**config.mk**
```make
export PLATFORM = sky130hd
export DESIGN_NAME = fifo_1r1w_ctrl
export DESIGN_NICKNAME = d
export VERILOG_FILES = /design/src/rtl/fifo_pkg.sv /design/src/rtl/fifo_skid2.sv /design/src/rtl/fifo_1r1w_ctrl.sv
export SDC_FILE = /design/constraint.sdc
export NUM_CORES = 1
export LEC_CHECK = 0
export BUFFER_PORTS_ARGS = -buffer_cell sky130_fd_sc_hd__buf_4
export CORE_MARGIN = 5
export CORE_UTILIZATION = 51
export CTS_CLUSTER_SIZE = 10
export DETAILED_ROUTE_END_ITERATION = 8
export GPL_TIMING_DRIVEN = 0
export PLACE_DENSITY = 0.74
export REMOVE_ABC_BUFFERS = 1
export SKIP_CTS_REPAIR_TIMING = 1
export SYNTH_ARGS = -nofsm -noshare
export SYNTH_HDL_FRONTEND = slang
export SYNTH_SLANG_ARGS = --single-unit
```
**constraint.sdc**
```tcl
create_clock -name clk_i -period 4.9 [get_ports clk_i]
set_input_delay 0.49 -clock clk_i [delete_from_list [all_inputs] [get_ports clk_i]]
set_output_delay 0.49 -clock clk_i [all_outputs]
set_load 0.02 [all_outputs]
```
**src/rtl/fifo_pkg.sv**
```systemverilog
// Shared types and width helpers for the valid/ready FIFO controller and its output buffer.
package fifo_pkg;

    typedef enum logic [1:0] {
        BUF_EMPTY = 2'd0,
        BUF_ONE   = 2'd1,
        BUF_TWO   = 2'd2
    } buf_occ_e;

    localparam int BUF_DEPTH = 2;

    // One extra bit above the address is the wrap bit.
    function automatic int ptr_w(input int depth);
        return $clog2(depth) + 1;
    endfunction

    // RAM entries + one read in flight + two buffered words.
    function automatic int cnt_w(input int depth);
        return $clog2(depth + 3);
    endfunction

endpackage

```
**src/rtl/fifo_skid2.sv**
```systemverilog
// Two-entry in-order output buffer; entry 0 is always the head.
//   state     | meaning
//   BUF_EMPTY | no words held, head invalid
//   BUF_ONE   | head word in entry 0
//   BUF_TWO   | head in entry 0, next word in entry 1
module fifo_skid2 import fifo_pkg::*; #(
    parameter int width_p = 8
) (
    input  logic               clk_i,
    input  logic               reset_i,
    input  logic               push_i,
    input  logic [width_p-1:0] push_data_i,
    input  logic               pop_i,
    output logic               head_valid_o,
    output logic [width_p-1:0] head_data_o,
    output buf_occ_e           occ_o
);

    buf_occ_e           r_occ, w_occ_nxt;
    logic [width_p-1:0] r_e0, r_e1, w_e0_nxt, w_e1_nxt;

    always_ff @(posedge clk_i or posedge reset_i) begin
        if (reset_i) begin
            r_occ <= BUF_EMPTY;
            r_e0  <= '0;
            r_e1  <= '0;
        end else begin
            r_occ <= w_occ_nxt;
            r_e0  <= w_e0_nxt;
            r_e1  <= w_e1_nxt;
        end
    end

    always_comb begin
        w_occ_nxt = r_occ;
        w_e0_nxt  = r_e0;
        w_e1_nxt  = r_e1;
        case (r_occ)
            BUF_EMPTY: begin
                if (push_i) begin
                    w_e0_nxt  = push_data_i;
                    w_occ_nxt = BUF_ONE;
                end
            end
            BUF_ONE: begin
                case ({push_i, pop_i})
                    2'b10: begin
                        w_e1_nxt  = push_data_i;
                        w_occ_nxt = BUF_TWO;
                    end
                    2'b01:   w_occ_nxt = BUF_EMPTY;
                    2'b11:   w_e0_nxt  = push_data_i;
                    default: w_occ_nxt = r_occ;
                endcase
            end
            BUF_TWO: begin
                if (pop_i) begin
                    w_e0_nxt = r_e1;
                    if (push_i)
                        w_e1_nxt = push_data_i;
                    else
                        w_occ_nxt = BUF_ONE;
                end
            end
            default: w_occ_nxt = BUF_EMPTY;
        endcase
    end

    assign head_valid_o = (r_occ != BUF_EMPTY);
    assign head_data_o  = r_e0;
    assign occ_o        = r_occ;

    // The controller's credit rule must keep a push away from a full, non-popping buffer.
    a_no_overflow: assert property (@(posedge clk_i) disable iff (reset_i)
        !(push_i && !pop_i && (r_occ == BUF_TWO)));

endmodule

```
**src/rtl/fifo_1r1w_ctrl.sv**
```systemverilog
// Valid/ready FIFO controller over an external 1R1W synchronous RAM plus a 2-entry output buffer.
// Define FIFO_BYPASS_EN to let words skip the RAM when nothing older is stored or in flight.
module fifo_1r1w_ctrl import fifo_pkg::*; #(
    parameter int width_p = 8,
    parameter int depth_p = 512
) (
    input  logic                         clk_i,
    input  logic                         reset_i,
    input  logic                         valid_i,
    input  logic [width_p-1:0]           data_i,
    output logic                         ready_o,
    output logic                         valid_o,
    output logic [width_p-1:0]           data_o,
    input  logic                         ready_i,
    output logic [$clog2(depth_p+3)-1:0] count_o,
    output logic                         ram_wr_valid_o,
    output logic [$clog2(depth_p)-1:0]   ram_wr_addr_o,
    output logic [width_p-1:0]           ram_wr_data_o,
    output logic                         ram_rd_valid_o,
    output logic [$clog2(depth_p)-1:0]   ram_rd_addr_o,
    input  logic [width_p-1:0]           ram_rd_data_i
);

    localparam int AW = $clog2(depth_p);
    localparam int PW = ptr_w(depth_p);
    localparam int CW = cnt_w(depth_p);

    logic [PW-1:0]      r_wr_ptr, r_rd_ptr, w_ram_cnt;
    logic               r_inflight;
    logic [CW-1:0]      r_count;
    logic               w_enq, w_deq, w_credit, w_bypass;
    logic               w_push, w_head_valid;
    logic [width_p-1:0] w_push_data, w_head_data;
    logic [2:0]         w_occ_sum;
    buf_occ_e           w_occ;

    assign w_ram_cnt = r_wr_ptr - r_rd_ptr;

    // Gating with reset_i keeps ready_o low for the whole reset pulse.
    assign ready_o = !reset_i && (w_ram_cnt < PW'(depth_p));
    assign w_enq   = valid_i && ready_o;
    assign w_deq   = w_head_valid && ready_i;

    assign w_occ_sum = {1'b0, w_occ} + {2'b00, r_inflight} - {2'b00, w_deq};
    assign w_credit  = (w_occ_sum < 3'd2);

`ifdef FIFO_BYPASS_EN
    assign w_bypass = w_enq && (w_ram_cnt == '0) && !r_inflight && w_credit;
`else
    assign w_bypass = 1'b0;
`endif

    assign ram_wr_valid_o = w_enq && !w_bypass;
    assign ram_wr_addr_o  = r_wr_ptr[AW-1:0];
    assign ram_wr_data_o  = data_i;

    // ram_cnt only reflects earlier writes, so a read never targets this cycle's write.
    assign ram_rd_valid_o = (w_ram_cnt != '0) && w_credit;
    assign ram_rd_addr_o  = r_rd_ptr[AW-1:0];

    assign w_push      = r_inflight || w_bypass;
    assign w_push_data = r_inflight ? ram_rd_data_i : data_i;

    always_ff @(posedge clk_i or posedge reset_i) begin
        if (reset_i) begin
            r_wr_ptr   <= '0;
            r_rd_ptr   <= '0;
            r_inflight <= 1'b0;
            r_count    <= '0;
        end else begin
            r_wr_ptr   <= r_wr_ptr + {{(PW-1){1'b0}}, ram_wr_valid_o};
            r_rd_ptr   <= r_rd_ptr + {{(PW-1){1'b0}}, ram_rd_valid_o};
            r_inflight <= ram_rd_valid_o;
            r_count    <= r_count + {{(CW-1){1'b0}}, w_enq} - {{(CW-1){1'b0}}, w_deq};
        end
    end

    fifo_skid2 #(.width_p(width_p)) u_skid (
        .clk_i        (clk_i),
        .reset_i      (reset_i),
        .push_i       (w_push),
        .push_data_i  (w_push_data),
        .pop_i        (w_deq),
        .head_valid_o (w_head_valid),
        .head_data_o  (w_head_data),
        .occ_o        (w_occ)
    );

    assign valid_o = w_head_valid;
    assign data_o  = w_head_data;
    assign count_o = r_count;

endmodule
```
==> results.ini <==
[synthesis]
synth_mux_area_share_pct=2.99
synth_area_per_cell_sq_um=9.43
ys_ff_latch=49
async_flop_share_pct=100
yosys_warnings=0
yosys.area_share.simple_pct=14.8
synth_area_sq_mm=0.00302
yosysSeqAreaShare_pct=40.6
synth-edff-count=0
synth_top_family_by_area=simple AND/OR/NAND/NOR gates
synth-compound-area-share_pct=12.4
synth_xor_area_share_pct=8.13
synth_ff_type=dfrtp_1
synth_fa_ha_area_share_pct=11.3
syn_inst=320
ys_types=39

[floorplan]
dieArea_sq_mm=0.00756
rows=28
dieHeight_um=86.9
die_w_um=86.9
design.core.area_sq_mm=0.00585
pin_count=68
initial_core_util_pct=51.6

[finish]
layout_commonest_cell=buf_4
area_growth_pct=17.2
diodes=0
fin_nets=410
fillers=505
layout-drive-gt1-share_pct=22.2
final_util_pct=60.4
final_cell_mix=buf_4 (67), dfrtp_1 (49), nand2_1 (29), ha_1 (24)

[place]
place_congestion=0.804
dp.final_hpwl_um=4670
portBuffers=67

[critical_path]
cp.buffers_inverters=2
crit_fanout=6
end_kind=flip-flop
critPathMaxStageDelay_ps=430
critical-path-slowest-cell=dfrtp_1
critPathKind=reg2reg
crit_arrival_ps=4420
critPathLaunchType=flip-flop
crit_chain=inv_1, ha_1, nor2b_1, o31ai_1, a21oi_1, mux2i_1, nor3_1, nand2_1, ha_1, inv_1, ha_1, fa_1, a21o_1, a21oi_1, nor2b_1, o21a_1, o211a_1, xor2_1
cpMostUsedCell=ha_1
cpLargestDelayFamily=compound AO/OA/AOI/OAI gates
crit_required_ps=5090

[timing]
fin_crit_ps=4240
fin_crit_sh_pct=86.4
max_freq_ghz=0.236
fin_skew_ps=7.01
rsz0062_at_grt=false
worstMarginPinSlew_ps=1070
fin_setup_tns_ps=0
slew_viol_final=0
hold_violations=0
setup_viol=0
relSlewSlack_pct=28.3

[clock_network]
clk_pin_slew_ps=90
cts-buffers-inserted=5
clock_sinks=49
worstSkewPairLatency_ps=300
cts_tree=yes
cts_root_buffer=clkbuf_8
htreeDepth=2
clockBufferDepth=2

[global_route]
grt_max_degree=30
grt_pass1_vias=2273
grt-ovfl-total=0
grt_util_met2_pct=27.1
globalRouteMet3Util_pct=3.50
grt.met1_usage_pct=23.0
grt_pass1_wl_um=10200
top_usage_layer=met2
antenna_found_initial=0
grt_usage_pct=16.9

[route]
ant_nets=0
drc_errors=0
drt-total-wl_um=5930
vias=2247
viasPerCell=5.11
drtIter0Drc=113
dr.pass1.iters=4
wl_per_cell_um=13.5

[power]
ir_drop_uv=382
cellPowerDensity_mw_per_mm2=673
leakagePower_nw=1.77

[run]
maxCapViolations=0

[outcome]
outcome=completed

[hold_path]
min_path_type=in2async

worst reg2reg max path, stage by stage (launching register included):
cell	delay [ps]
dfrtp_1	430
inv_1	60
ha_1	290
nor2b_1	160
o31ai_1	400
a21oi_1	230
mux2i_1	180
nor3_1	300
nand2_1	120
ha_1	290
inv_1	40
ha_1	200
fa_1	410
a21o_1	180
a21oi_1	210
nor2b_1	70
o21a_1	180
o211a_1	230
xor2_1	140
final cells by class:
class	instances	area (sq um)	share of cell area, %
flip-flops and latches	49	1230	34.7
repair buffers	68	523	14.8
clock inverters	1	30.0	0.849
clock buffers	7	86.3	2.44
multi-input cells	218	1490	42.3
inverters	22	82.6	2.34
well taps	75	93.8	2.65
synthesized netlist by cell type (4+ instances only):
master    instances  share of area (%)
inv_1            22                2.7
a21oi_1          13                2.2
dfrtp_1          49                 41
o21ai_0          21                3.5
nand3_1          15                2.5
clkbuf_1          4               0.50
buf_4            26                6.5
nand2b_1          4               0.83
nor3_1            6                1.0
mux2i_1           9                3.0
nor2b_1           4               0.83
nor2_1           21                2.6
xnor2_1          20                5.8
nand2_1          29                3.6
xor2_1            8                2.3
ha_1             24                 10
registers in the layout (all words and copies together), names as in the netlist:
signal and flops:
r_inflight 1, u_skid.occ_o 2, r_wr_ptr 10, u_skid.r_e1 8
count_o 10, r_rd_ptr 10, u_skid.head_data_o 8
power by group:
part	switching [mW]	internal [mW]	total (mW)
clock network	0.132	0.167	0.298
logic	0.760	0.614	1.37
registers	0.136	0.570	0.706
metal layers:
layer / vias up / part of all wire, %
met2: 46 / 48
met4: 0 / 1.6
met1: 1043 / 46
met5: - / 0
met3: 6 / 4.3
li1: 1152 / -
logic make-up (layout without fill, tap and decap cells):
family | Yosys count | count (layout)
and+or+nand+nor | 95 | 95
AOI/OAI and AO/OA | 60 | 60
buffers and inverters | 53 | 98
DFF | 49 | 49
xor gates and xnor gates | 28 | 28
adders and majority gates | 26 | 26
muxes | 9 | 9
through the flow:
| step | hold slack (ps) | worst slack, ps | instances | power, mW | cell area, sq um |
|---|---|---|---|---|---|
| 6_report | 216 | 665 | 440 | 2.38 | 3540 |
| 5_1_grt | 249 | 387 | 440 | 2.60 | 3540 |
| 4_1_cts | 229 | 667 | 440 | 2.41 | 3540 |
| 3_5_place_dp | 466 | 705 | 432 | 2.10 | 3420 |
| 3_3_place_gp | 457 | 766 | 431 | 2.05 | 3400 |
| 2_1_floorplan | 445 | 626 | 289 | 1.67 | 2800 |
worst paths after layout:
kind	startpoint	end	slack, ps	cells past startpoint
max in group asynchronous	reset_i	r_wr_ptr[0]	4160	3
max	r_rd_ptr[1]	count_o[8]	660	18
min	reset_i	count_o[2]	220	2
min in group clk_i	u_skid.r_e1[0]	u_skid.r_e1[0]	480	2
min reg2reg	u_skid.r_e1[0]	u_skid.r_e1[0]	480	2
max reg2reg	r_rd_ptr[1]	count_o[8]	660	18
(Power assumes the default switching activity.)
